### src/rtl/mt6835_pkg.sv
// Shared types and constants for the MT6835 read scheduler.
package mt6835_pkg;
    localparam int ANGLE_W  = 21;
    localparam int STATUS_W = 3;
    localparam int FRAME_W  = ANGLE_W + STATUS_W;

    localparam logic [7:0] CRC_POLY = 8'h07;
    localparam logic [7:0] CRC_INIT = 8'h00;

    typedef enum logic [2:0] {
        IDLE,
        WAIT,
        START,
        BUSY,
        CHECK
    } state_t;
endpackage

### src/rtl/mt6835_crc8.sv
// Combinational CRC-8 over the 24-bit {angle, status} frame, MSB first,
// no reflection, no final xor.
module mt6835_crc8
    import mt6835_pkg::*;
(
    input  logic [FRAME_W-1:0] i_data,
    output logic [7:0]         o_crc
);

    logic [7:0] w_crc;

    always_comb begin
        w_crc = CRC_INIT;
        for (int i = FRAME_W - 1; i >= 0; i--) begin
            if (w_crc[7] ^ i_data[i])
                w_crc = {w_crc[6:0], 1'b0} ^ CRC_POLY;
            else
                w_crc = {w_crc[6:0], 1'b0};
        end
    end

    assign o_crc = w_crc;

endmodule

### src/rtl/mt6835_read_sched.sv
// Periodic MT6835 read pacer: issues reads per tick, CRC-checks frames,
// publishes good angles, counts errors. MT6835_SCHED_RETRY_EN enables immediate re-reads.
module mt6835_read_sched
    import mt6835_pkg::*;
#(
    parameter int PERIOD      = 1000,
    parameter int TIMEOUT     = 512,
    parameter int FAULT_LIMIT = 4,
    parameter int MAX_RETRY   = 2,
    parameter int CNT_W       = 16
)(
    input  logic                i_clk,
    input  logic                i_rst,
    input  logic                i_enable,
    input  logic                i_clr_fault,
    output logic                o_rd_start,
    input  logic                i_rd_valid,
    input  logic [ANGLE_W-1:0]  i_rd_angle,
    input  logic [STATUS_W-1:0] i_rd_status,
    input  logic [7:0]          i_rd_crc,
    output logic [ANGLE_W-1:0]  o_angle,
    output logic [STATUS_W-1:0] o_status,
    output logic                o_angle_valid,
    output logic [CNT_W-1:0]    o_crc_err_cnt,
    output logic [CNT_W-1:0]    o_timeout_cnt,
    output logic [CNT_W-1:0]    o_overrun_cnt,
    output logic                o_fault
);

    localparam int TCK_W = $clog2(PERIOD);
    localparam int TMO_W = (TIMEOUT > 1) ? $clog2(TIMEOUT) : 1;
    localparam int CON_W = $clog2(FAULT_LIMIT + 1);
    localparam int RTY_W = (MAX_RETRY > 0) ? $clog2(MAX_RETRY + 1) : 1;

`ifdef MT6835_SCHED_RETRY_EN
    localparam bit RETRY_EN = 1'b1;
`else
    localparam bit RETRY_EN = 1'b0;
`endif

    state_t                r_state, w_next, w_after_bad;
    logic [TCK_W-1:0]      r_tick_cnt;
    logic [TMO_W-1:0]      r_timer;
    logic [CON_W-1:0]      r_consec;
    logic [RTY_W-1:0]      r_retry;
    logic [ANGLE_W-1:0]    r_frm_angle;
    logic [STATUS_W-1:0]   r_frm_status;
    logic [7:0]            r_frm_crc;
    logic [7:0]            w_crc_calc;
    logic                  w_tick, w_crc_ok, w_good, w_bad_crc, w_timeout, w_bad;
    logic                  w_overrun, w_retry_ok;

    mt6835_crc8 u_crc (
        .i_data ({r_frm_angle, r_frm_status}),
        .o_crc  (w_crc_calc)
    );

    assign w_tick     = i_enable && (r_tick_cnt == TCK_W'(PERIOD - 1));
    assign w_crc_ok   = (w_crc_calc == r_frm_crc);
    assign w_good     = (r_state == CHECK) && w_crc_ok;
    assign w_bad_crc  = (r_state == CHECK) && !w_crc_ok;
    assign w_timeout  = (r_state == BUSY) && !i_rd_valid && (r_timer == TMO_W'(TIMEOUT - 1));
    assign w_bad      = w_bad_crc || w_timeout;
    assign w_overrun  = w_tick && (r_state inside {START, BUSY, CHECK});
    assign w_retry_ok = RETRY_EN && (r_retry < RTY_W'(MAX_RETRY));
    assign o_rd_start = (r_state == START);

    // A disable always wins over a pending retry: the transfer in flight is the last one.
    assign w_after_bad = !i_enable ? IDLE : (w_retry_ok ? START : WAIT);

    always_ff @(posedge i_clk or negedge i_rst) begin
        if (!i_rst)                        r_tick_cnt <= '0;
        else if (!i_enable || w_tick)      r_tick_cnt <= '0;
        else                               r_tick_cnt <= r_tick_cnt + TCK_W'(1);
    end

    always_ff @(posedge i_clk or negedge i_rst) begin
        if (!i_rst) r_state <= IDLE;
        else        r_state <= w_next;
    end

    always_comb begin
        w_next = r_state;
        unique case (r_state)
            IDLE:    if (i_enable) w_next = WAIT;
            WAIT:    if (!i_enable) w_next = IDLE;
                     else if (w_tick) w_next = START;
            START:   w_next = BUSY;
            BUSY:    if (i_rd_valid) w_next = CHECK;
                     else if (w_timeout) w_next = w_after_bad;
            CHECK:   if (w_crc_ok) w_next = i_enable ? WAIT : IDLE;
                     else w_next = w_after_bad;
            default: w_next = IDLE;
        endcase
    end

    always_ff @(posedge i_clk or negedge i_rst) begin
        if (!i_rst) begin
            r_timer      <= '0;
            r_frm_angle  <= '0;
            r_frm_status <= '0;
            r_frm_crc    <= '0;
        end else begin
            if (r_state == START)     r_timer <= '0;
            else if (r_state == BUSY) r_timer <= r_timer + TMO_W'(1);
            if (r_state == BUSY && i_rd_valid) begin
                r_frm_angle  <= i_rd_angle;
                r_frm_status <= i_rd_status;
                r_frm_crc    <= i_rd_crc;
            end
        end
    end

    always_ff @(posedge i_clk or negedge i_rst) begin
        if (!i_rst)                                  r_retry <= '0;
        else if (w_tick || w_good)                   r_retry <= '0;
        else if (w_bad && w_retry_ok && i_enable)    r_retry <= r_retry + RTY_W'(1);
    end

    always_ff @(posedge i_clk or negedge i_rst) begin
        if (!i_rst) begin
            o_angle       <= '0;
            o_status      <= '0;
            o_angle_valid <= 1'b0;
        end else begin
            o_angle_valid <= w_good;
            if (w_good) begin
                o_angle  <= r_frm_angle;
                o_status <= r_frm_status;
            end
        end
    end

    // A clear coinciding with a bad frame still records that frame as the first of a new run.
    always_ff @(posedge i_clk or negedge i_rst) begin
        if (!i_rst) begin
            r_consec <= '0;
            o_fault  <= 1'b0;
        end else if (i_clr_fault) begin
            r_consec <= w_bad ? CON_W'(1) : '0;
            o_fault  <= 1'b0;
        end else if (w_good) begin
            r_consec <= '0;
        end else if (w_bad) begin
            if (r_consec < CON_W'(FAULT_LIMIT))       r_consec <= r_consec + CON_W'(1);
            if (r_consec >= CON_W'(FAULT_LIMIT - 1))  o_fault  <= 1'b1;
        end
    end

    always_ff @(posedge i_clk or negedge i_rst) begin
        if (!i_rst) begin
            o_crc_err_cnt <= '0;
            o_timeout_cnt <= '0;
            o_overrun_cnt <= '0;
        end else begin
            if (w_bad_crc && !(&o_crc_err_cnt)) o_crc_err_cnt <= o_crc_err_cnt + CNT_W'(1);
            if (w_timeout && !(&o_timeout_cnt)) o_timeout_cnt <= o_timeout_cnt + CNT_W'(1);
            if (w_overrun && !(&o_overrun_cnt)) o_overrun_cnt <= o_overrun_cnt + CNT_W'(1);
        end
    end

endmodule

### config.mk
export PLATFORM = sky130hd
export DESIGN_NAME = mt6835_read_sched
export DESIGN_NICKNAME = d
export VERILOG_FILES = /design/src/rtl/mt6835_pkg.sv /design/src/rtl/mt6835_crc8.sv /design/src/rtl/mt6835_read_sched.sv
export SDC_FILE = /design/constraint.sdc
export NUM_CORES = 1
export LEC_CHECK = 0
export ABC_CLOCK_PERIOD_IN_PS = 3600
export CAP_MARGIN = 0
export CORE_MARGIN = 5
export CORE_UTILIZATION = 40
export DETAILED_ROUTE_END_ITERATION = 8
export PLACE_DENSITY_LB_ADDON = 0.3
export SLEW_MARGIN = 10
export SYNTH_ARGS = -nofsm -noshare
export SYNTH_HDL_FRONTEND = slang
export SYNTH_SLANG_ARGS = --single-unit
### constraint.sdc
create_clock -name i_clk -period 3.6 [get_ports i_clk]
set_clock_uncertainty 0.1 [all_clocks]
set_input_delay 0.72 -clock i_clk [delete_from_list [all_inputs] [get_ports i_clk]]
set_output_delay 0.72 -clock i_clk [all_outputs]
set_load 0.02 [all_outputs]
==> results of run 1 <==
==> stage by stage <==
step,instance area (µm²),setup slack [ps],utilization (%),hold WS [ps],power [mW]
after CTS,8430,122,53.1,307,3.31
final,8450,124,53.2,282,3.26
after floorplan,6490,374,-,324,1.52
after detailed placement,7850,158,49.4,356,1.60
after global placement,7850,249,49.4,355,1.59
after global routing,8450,1.85,53.2,352,3.38
==> power by group through the flow <==
| stage | Combinational [mW] | Sequential [mW] | Clock (mW) |
|---|---|---|---|
| 2_1_floorplan | 0.0126 | 1.51 | 0 |
| 4_1_cts | 0.0875 | 1.48 | 1.74 |
| 5_1_grt | 0.0960 | 1.48 | 1.80 |
| 3_5_place_dp | 0.0872 | 1.51 | 0 |
| 3_3_place_gp | 0.0857 | 1.51 | 0 |
| 6_report | 0.0842 | 1.48 | 1.69 |
==> cell families after synthesis <==
family                   after synthesis  synth area share, %
buffers and inverters                 24                 2.01
AO/OA/AOI/OAI                         30                 3.38
XOR/XNOR                              98                 17.3
flip-flops                           131                 50.5
multiplexers                          42                 7.19
AND/OR/NAND/NOR                      253                 18.1
adder cells (fa/ha/maj)                8                 1.54
==> per-layer routing <==
layer	global-route usage (%)	vias to the layer above	share of wire (%)
met4	5.43	2	1.4
met3	4.93	17	5.6
met2	25.2	115	47
li1	-	2237	-
met5	0	-	0.077
met1	21.5	2236	46
==> placed cells by master, fill, tap and decap left out, drive strengths merged, types with 2 or more instances in the layout <==
master / count
o21a: 2
mux2i: 5
and2: 4
a211oi: 2
a21o: 3
xnor3: 15
a22o: 5
clkdlybuf4s50: 110
clkinv: 6
buf: 11
nor3: 17
bufinv: 2
or4: 2
clkinvlp: 5
mux2: 37
xnor2: 44
clkbuf: 19
nor2: 37
nand2b: 4
and3: 14
nor3b: 2
or3: 3
inv: 6
o21ai: 6
dfrtp: 131
a21oi: 6
xor3: 3
xor2: 36
nand2: 117
nand4: 12
nor4: 5
nand3: 30
ha: 8
==> worst min-delay path by stage <==
stage,cells after the start,startpoint,to
final,1,i_rst,o_crc_err_cnt[15]
after global routing,1,i_rst,o_crc_err_cnt[15]
after CTS,1,i_rst,o_crc_err_cnt[5]
after detailed placement,2,o_angle[0],o_angle[0]
after global placement,2,o_angle[10],o_angle[10]
after floorplan,0,i_rst,o_angle[0]
==> sequential cells by signal, indices dropped and copies added (netlist names) <==
name           cells
o_status           3
o_angle_valid      1
o_overrun_cnt     16
r_timer            9
o_angle           21
r_frm_crc          8
r_tick_cnt        10
r_frm_status       3
o_fault            1
r_frm_angle       21
r_state            3
o_timeout_cnt     16
o_crc_err_cnt     16
r_consec           3
==> timing repair <==
item,CTS,global route
gates resized for setup,0,4
setup endpoints to repair,0,19
setup buffers,0,0
hold buffers,0,0
==> cell type report <==
type	instances	share of cell area, %
flip-flops and latches	131	38.8
clock inverters	13	1.60
clock buffers	19	5.36
repair buffers	121	14.2
inverters	6	0.266
well taps	216	3.20
multi-input cells	431	36.6
==> impl_metrics.json, run 1 <==
{
  "outcome": "finished clean",
  "initial_core_util_pct": 40.8,
  "r2r_slack_ps": 120,
  "final_cells": 937,
  "p_per_area_nw_per_um2": 386,
  "rsz0062_at_grt": "false",
  "hold_viol_final": 0,
  "cts_tree": "yes",
  "synth_cell_types": 51,
  "ys.flop_type": "dfrtp_1",
  "regArea_um2": 3280,
  "fp.dieArea_um2": 18900,
  "syn_to_final_growth_pct": 30.3,
  "clock_tree.buffer_depth": 2,
  "worstHoldPathType": "primary input to async pin",
  "htreeDepth": 4,
  "critical-path-max-stage-delay_ps": 480,
  "worstPathArrival_ps": 3680,
  "r2r_start": "r_frm_angle[13]",
  "clkLatencyLatePin_ps": 410,
  "dp_cells": 905,
  "cts_sinks": 131,
  "drt_pre_antenna_iters": 6,
  "cts.reportedPaths.clkPinSlew_ps": 60,
  "tightestPinTransition_ps": 769,
  "path_buf_inv": 1,
  "drt_iter0_markers": 155,
  "routedWlPerCell_um": 15.3,
  "path_delay_family": "XOR/XNOR gates",
  "cp-startpoint": "r_frm_angle[13]",
  "period_share_pct": 96.6,
  "cts_root_buf": "clkbuf_16",
  "required_ps": 3800,
  "nFillCells": 1423,
  "grt_usage_pct": 16.2,
  "ys_seq_area_share_pct": 50.5,
  "grt_pass1_vias": 4701,
  "synth_top_area_share_pct": 50.5,
  "p_clk_share_pct": 51.9,
  "io_buffers": 111,
  "dp_hpwl_um": 10400,
  "async_flop_share_pct": 100,
  "drive_above_1_share_pct": 13.0,
  "power.internal_mw": 2.57,
  "worstPathCellList": "xnor3_2 -> xnor3_2 -> xnor3_1 -> or3_1 -> a21boi_2 -> a211oi_4 -> or3_1 -> buf_4 -> nand2_1 -> nand2_1",
  "slew_headroom_pct": 48.7,
  "tns_ps": 0,
  "diodes": 0,
  "yosys_warnings": 0,
  "multi_input_area_um2": 3100,
  "p_switching_mw": 0.691,
  "cp-endpoint": "o_angle[6]",
  "switching_share_pct": 21.2,
  "synth_common_cells": "131 x dfrtp_1, 116 x nand2_1, 43 x xnor2_1",
  "grt_pass1_wl_um": 23700,
  "vias_per_cell": 4.92,
  "crit_slowest_cell": "xnor3_2",
  "drv_slew": 0,
  "peakVddDrop_uv": 361,
  "ys_ff_latch": 131,
  "cts_buffers": 17,
  "syn_nets": 631,
  "die_h_um": 137,
  "yosysMostFrequentCell": "dfrtp_1",
  "seqPwrFrac_pct": 45.5,
  "synth_cells": 586,
  "path_depth": 10,
  "syn_area_um2": 6490,
  "endpoint_kind": "flip-flop",
  "reg2regPathDepth": 10,
  "io_pins": 112,
  "die_w_um": 137,
  "antenna_found_initial": 1,
  "wl_um": 14400,
  "synth_area_leaders": "dfrtp_1 51%, nand2_1 6.7%, mux2_2 6.2%, xnor2_1 5.8%, xor2_1 4.9%",
  "antenna_left": 0,
  "setup_viol": 0,
  "synth-edff-count": 0,
  "core_um2": 15900,
  "gp_congestion": 0.794,
  "drv_cap": 0,
  "grt_max_degree": 60,
  "start_kind": "flip-flop",
  "reg2reg_to": "o_angle[6]",
  "synth.avg_cell_area_um2": 11.1,
  "vias": 4607,
  "p_leak_nw": 4.06,
  "cp_max_fo": 24,
  "grt_overflow": 0,
  "yosysTopAreaCell": "dfrtp_1",
  "drc": 0,
  "fin_nets": 753,
  "period_needed_ps": 3480,
  "path_class": "flip-flop to flip-flop",
  "comb_power_share_pct": 2.6,
  "rows": 46,
  "fmax_ghz": 0.288
}
Power figures use the tool's default switching activity.
==> inputs of run 2 (changes only) <==
--- a/config.mk
+++ b/config.mk
@@ -11,6 +11,7 @@
 export CORE_UTILIZATION = 40
 export DETAILED_ROUTE_END_ITERATION = 8
 export PLACE_DENSITY_LB_ADDON = 0.3
+export SETUP_SLACK_MARGIN = 0.4
 export SLEW_MARGIN = 10
 export SYNTH_ARGS = -nofsm -noshare
 export SYNTH_HDL_FRONTEND = slang
==> run 2 against run 1 <==
Global-route usage is 0.32 points higher. Count of clock-buffer cells in the layout stayed put. Maximum frequency up 9.2%. Combinational power shrank 1%. Worst hold slack better by 11 ps. Sequential share of layout area decreased by 1.7 points. Die area is the same. Flip-flop and latch count unchanged. Sequential power barely moved. Core utilization increased by 2.6 points. Critical endpoint is now o_angle[0].
==> impl_metrics.json, run 2 (synthesized netlist as in run 1, its figures left out) <==
{
  "grt_overflow": 0,
  "core_um2": 15900,
  "initial_core_util_pct": 40.8,
  "drc": 0,
  "tns_ps": 0,
  "hold_viol_final": 0,
  "cts_sinks": 131,
  "drive_above_1_share_pct": 20.0,
  "endpoint_kind": "flip-flop",
  "cts_tree": "yes",
  "die_h_um": 137,
  "diodes": 0,
  "tightestPinTransition_ps": 725,
  "period_needed_ps": 3180,
  "die_w_um": 137,
  "io_pins": 112,
  "switching_share_pct": 21.1,
  "setup_viol": 0,
  "worstPathArrival_ps": 3400,
  "vias": 4783,
  "final_common_cell": "dfrtp_1",
  "io_buffers": 111,
  "reg_top3": "o_angle (21), r_frm_angle (21)",
  "rsz0062_at_grt": "true",
  "cts_buffers": 17,
  "drt_pre_antenna_iters": 4,
  "grt_pass1_vias": 4901,
  "vias_per_cell": 4.97,
  "seqPwrFrac_pct": 44.3,
  "cp-startpoint": "r_frm_angle[20]",
  "p_leak_nw": 4.24,
  "reg2regPathDepth": 10,
  "r2r_start": "r_frm_angle[20]",
  "required_ps": 3810,
  "clkLatencyLatePin_ps": 420,
  "path_delay_family": "XOR/XNOR gates",
  "cp-endpoint": "o_angle[0]",
  "clock_tree.buffer_depth": 2,
  "drv_cap": 0,
  "p_per_area_nw_per_um2": 377,
  "grt_usage_pct": 16.5,
  "gp_congestion": 0.828,
  "peakVddDrop_uv": 274,
  "rows": 46,
  "r2r_slack_ps": 420,
  "critical-path-max-stage-delay_ps": 500,
  "start_kind": "flip-flop",
  "worstHoldPathType": "primary input to async pin",
  "drv_slew": 0,
  "cp_max_fo": 12,
  "outcome": "finished clean",
  "crit_slowest_cell": "xor3_2",
  "period_share_pct": 88.5,
  "drt_iter0_markers": 215,
  "htreeDepth": 4,
  "antenna_left": 0,
  "worstPathCellList": "xor3_2 -> xnor3_1 -> xnor2_2 -> or4bb_1 -> a21oi_2 -> a211oi_4 -> or3_4 -> clkbuf_16 -> nand2_1 -> nand2_1",
  "power.internal_mw": 2.64,
  "path_depth": 10,
  "utilization_pct": 55.8,
  "p_switching_mw": 0.704,
  "dp_hpwl_um": 10000,
  "path_buf_inv": 1,
  "grt_max_degree": 132,
  "p_clk_share_pct": 53.2,
  "slew_headroom_pct": 51.7,
  "reg2reg_to": "o_angle[0]",
  "antenna_found_initial": 0,
  "cts_root_buf": "clkbuf_16",
  "grt_pass1_wl_um": 24400,
  "comb_power_share_pct": 2.5,
  "crit_top_cell": "nand2_1",
  "fin_nets": 778,
  "fp.dieArea_um2": 18900,
  "routedWlPerCell_um": 15.7,
  "fmax_ghz": 0.314,
  "syn_to_final_growth_pct": 36.6,
  "path_class": "flip-flop to flip-flop",
  "final_cell_mix": "126 x dfrtp_1, 116 x nand2_1, 110 x clkdlybuf4s50_1",
  "wl_um": 15100,
  "cts.reportedPaths.clkPinSlew_ps": 60
}
-- run 2: how the worst min path moves through the flow --
stage,from,endpoint,slack (ps),depth (start not counted)
after global placement,o_status[0],o_status[0],360,2
after CTS,i_rst,o_crc_err_cnt[11],340,2
after global routing,i_rst,o_crc_err_cnt[11],370,2
after detailed placement,o_angle[3],o_angle[3],360,2
after floorplan,i_rst,o_angle[0],320,0
final,i_rst,o_crc_err_cnt[11],290,2
-- run 2: area by class of cell --
type	instances	area [µm²]
clock inverter	13	158
clock buffer	19	453
inverter	6	22.5
multi-input combinational	431	3240
fill	1336	7030
timing repair buffer	146	1430
tap	216	270
sequential	131	3280
-- run 2: power by group through the flow --
| stage | sequential, mW | clock, mW | combinational [mW] |
|---|---|---|---|
| after floorplan | 1.51 | 0 | 0.0126 |
| after global placement | 1.51 | 0 | 0.0842 |
| after detailed placement | 1.51 | 0 | 0.0862 |
| after CTS | 1.48 | 1.82 | 0.0866 |
| after global routing | 1.48 | 1.87 | 0.0946 |
| final | 1.48 | 1.78 | 0.0830 |
-- run 2: repair_timing --
item,4_1_cts,5_1_grt
pin swaps,11,10
resized for setup,19,21
hold buffers,0,0
endpoints found under the setup margin,45,41
setup buffers,17,8
gates cloned,0,1
-- run 2: routing by layer --
metal | part of all wire [%] | global-route usage [%] | vias up
met5 | 0 | 0 | -
met4 | 0.95 | 5.10 | 0
met3 | 5.8 | 5.81 | 13
met2 | 48 | 25.8 | 125
met1 | 45 | 21.6 | 2359
li1 | - | - | 2286
-- run 2: stage by stage --
step	std cells	setup WS (ps)	instance area [µm²]	power, mW	hold slack [ps]
2_1_floorplan	586	422	6490	1.52	324
3_3_place_gp	904	262	7850	1.59	358
3_5_place_dp	904	137	7850	1.60	356
4_1_cts	953	404	8660	3.38	344
5_1_grt	962	284	8860	3.45	369
6_report	962	415	8860	3.34	293
==> inputs of run 3 (changes only) <==
--- a/config.mk
+++ b/config.mk
@@ -6,9 +6,9 @@
 export NUM_CORES = 1
 export LEC_CHECK = 0
 export ABC_CLOCK_PERIOD_IN_PS = 3600
-export CAP_MARGIN = 0
+export CAP_MARGIN = 5
 export CORE_MARGIN = 5
-export CORE_UTILIZATION = 40
+export CORE_UTILIZATION = 30
 export DETAILED_ROUTE_END_ITERATION = 8
 export PLACE_DENSITY_LB_ADDON = 0.3
 export SETUP_SLACK_MARGIN = 0.4
==> run 3 against run 2 <==
Combinational power grew 2%. Critical path type unchanged. Largest power group unchanged. Worst hold slack lost 77 ps. Maximum frequency shrank 0.49%.
==> impl_metrics.json, run 3 (synthesized netlist as in run 1, its figures left out) <==
{
  "outcome": "finished clean",
  "period_share_pct": 88.9,
  "r2r_slack_ps": 400,
  "die_h_um": 157,
  "cts_buffers": 17,
  "grt_usage_pct": 12.2,
  "required_ps": 3780,
  "cts_root_buf": "clkbuf_16",
  "critical-path-max-stage-delay_ps": 450,
  "peakVddDrop_uv": 294,
  "htreeDepth": 4,
  "wl_um": 14900,
  "power.internal_mw": 2.56,
  "core_um2": 21200,
  "final_cell_mix": "127 x dfrtp_1, 115 x nand2_1, 110 x clkdlybuf4s50_1",
  "comb_power_share_pct": 2.6,
  "p_clk_share_pct": 52.4,
  "setup_viol": 0,
  "grt_pass1_vias": 4547,
  "r2r_start": "r_frm_angle[13]",
  "seqPwrFrac_pct": 45.1,
  "gp_congestion": 0.756,
  "fp.dieArea_um2": 24700,
  "antenna_found_initial": 0,
  "grt_util_met1_pct": 16.8,
  "p_switching_mw": 0.726,
  "drt_pre_antenna_iters": 4,
  "multi_input_area_um2": 3210,
  "crit_top_cell": "xnor3_2",
  "grt_pass1_wl_um": 23900,
  "drt_iter0_markers": 176,
  "cts_sinks": 131,
  "path_delay_family": "XOR/XNOR gates",
  "worstPathCellList": "xnor3_2 -> xnor3_2 -> xnor3_2 -> or3_4 -> a21boi_4 -> a211oi_4 -> o21ai_4 -> buf_12 -> clkbuf_16 -> nor3_1 -> xor2_1",
  "worstHoldPathType": "primary input to async pin",
  "dp_cells": 969,
  "switching_share_pct": 22.1,
  "die_w_um": 157,
  "final_common_cell": "dfrtp_1",
  "path_buf_inv": 2,
  "tns_ps": 0,
  "p_leak_nw": 4.24,
  "initial_core_util_pct": 30.7,
  "p_per_area_nw_per_um2": 371,
  "vias_per_cell": 4.54,
  "clock_tree.buffer_depth": 2,
  "reg_top3": "o_angle (21), r_frm_angle (21)",
  "rows": 53,
  "endpoint_kind": "flip-flop",
  "io_pins": 112,
  "fin_area_um2": 8870,
  "fin_nets": 773,
  "slew_headroom_pct": 59.1,
  "fmax_ghz": 0.312,
  "io_buffers": 111,
  "drv_cap": 0,
  "nFillCells": 2017,
  "final_cells": 1016,
  "utilization_pct": 42.0,
  "gr-usage-met3_pct": 4.15,
  "whs_ps": 217,
  "tightestPinTransition_ps": 614,
  "grt_busiest_layer": "met2",
  "grt_overflow": 0,
  "drc": 0,
  "placed_area_um2": 7970,
  "antenna_left": 0,
  "start_kind": "flip-flop",
  "crit_slowest_cell": "xnor3_2",
  "reg2regPathDepth": 11,
  "syn_to_final_growth_pct": 36.8,
  "regArea_um2": 3280,
  "worstPathArrival_ps": 3380,
  "hold_viol_final": 0,
  "drive_above_1_share_pct": 18.1,
  "dp_hpwl_um": 10500,
  "cp_max_fo": 8,
  "grt_use_met2_pct": 18.5,
  "cts_tree": "yes",
  "reg2reg_to": "o_crc_err_cnt[8]",
  "drv_slew": 0,
  "diodes": 0,
  "rsz0062_at_grt": "true",
  "vias": 4617,
  "period_needed_ps": 3200,
  "clkLatencyLatePin_ps": 410,
  "routedWlPerCell_um": 14.7,
  "path_class": "flip-flop to flip-flop",
  "cts.reportedPaths.clkPinSlew_ps": 60,
  "grt_max_degree": 67
}
run 3: cell types whose count changed in the layout (fill, tap and decap cells not counted), sizes merged:
cell,delta
bufinv,-1
clkinvlp,-3
inv,+4
buf,-6
clkinv,+1
run 3: worst max-delay path by stage:
stage / depth (start not counted) / startpoint / slack, ps / to
2_1_floorplan: 12 / r_frm_angle[14] / 420 / o_angle[10]
3_3_place_gp: 10 / r_frm_angle[13] / 300 / o_angle[0]
3_5_place_dp: 10 / r_frm_angle[13] / 270 / o_angle[0]
4_1_cts: 10 / r_frm_angle[5] / 400 / o_angle[11]
5_1_grt: 12 / r_frm_angle[13] / 290 / o_crc_err_cnt[5]
6_report: 11 / r_frm_angle[13] / 400 / o_crc_err_cnt[8]
run 3: per-stage QoR:
step | total power [mW] | worst slack [ps]
4_1_cts | 3.34 | 397
3_5_place_dp | 1.60 | 273
2_1_floorplan | 1.52 | 422
5_1_grt | 3.42 | 290
3_3_place_gp | 1.60 | 297
6_report | 3.29 | 400
run 3: layout make-up:
type | instances | area share [%]
multi-input cells | 431 | 36.2
clock inverters | 14 | 1.68
repair buffers | 141 | 16.1
flip-flops and latches | 131 | 37.0
clock buffers | 18 | 4.95
well taps | 275 | 3.88
inverters | 6 | 0.254
run 3: power by group through the flow:
stage	combinational (mW)	sequential (mW)	clock [mW]
detailed placement	0.0887	1.51	0
finish	0.0848	1.48	1.72
floorplan	0.0126	1.51	0
global placement	0.0895	1.51	0
CTS	0.0891	1.48	1.77
global route	0.0970	1.48	1.84
run 3: routing by layer:
layer,vias to the layer above,routed length (µm)
li1,2279,-
met1,2228,7130
met2,101,6820
met3,9,852
met4,0,113
met5,-,0
run 3: timing repair:
action	4_1_cts	5_1_grt
setup endpoints to repair	39	41
resized for setup	15	17
setup buffers	6	7
hold buffers	0	0
cloned	0	2
pin swaps	9	9
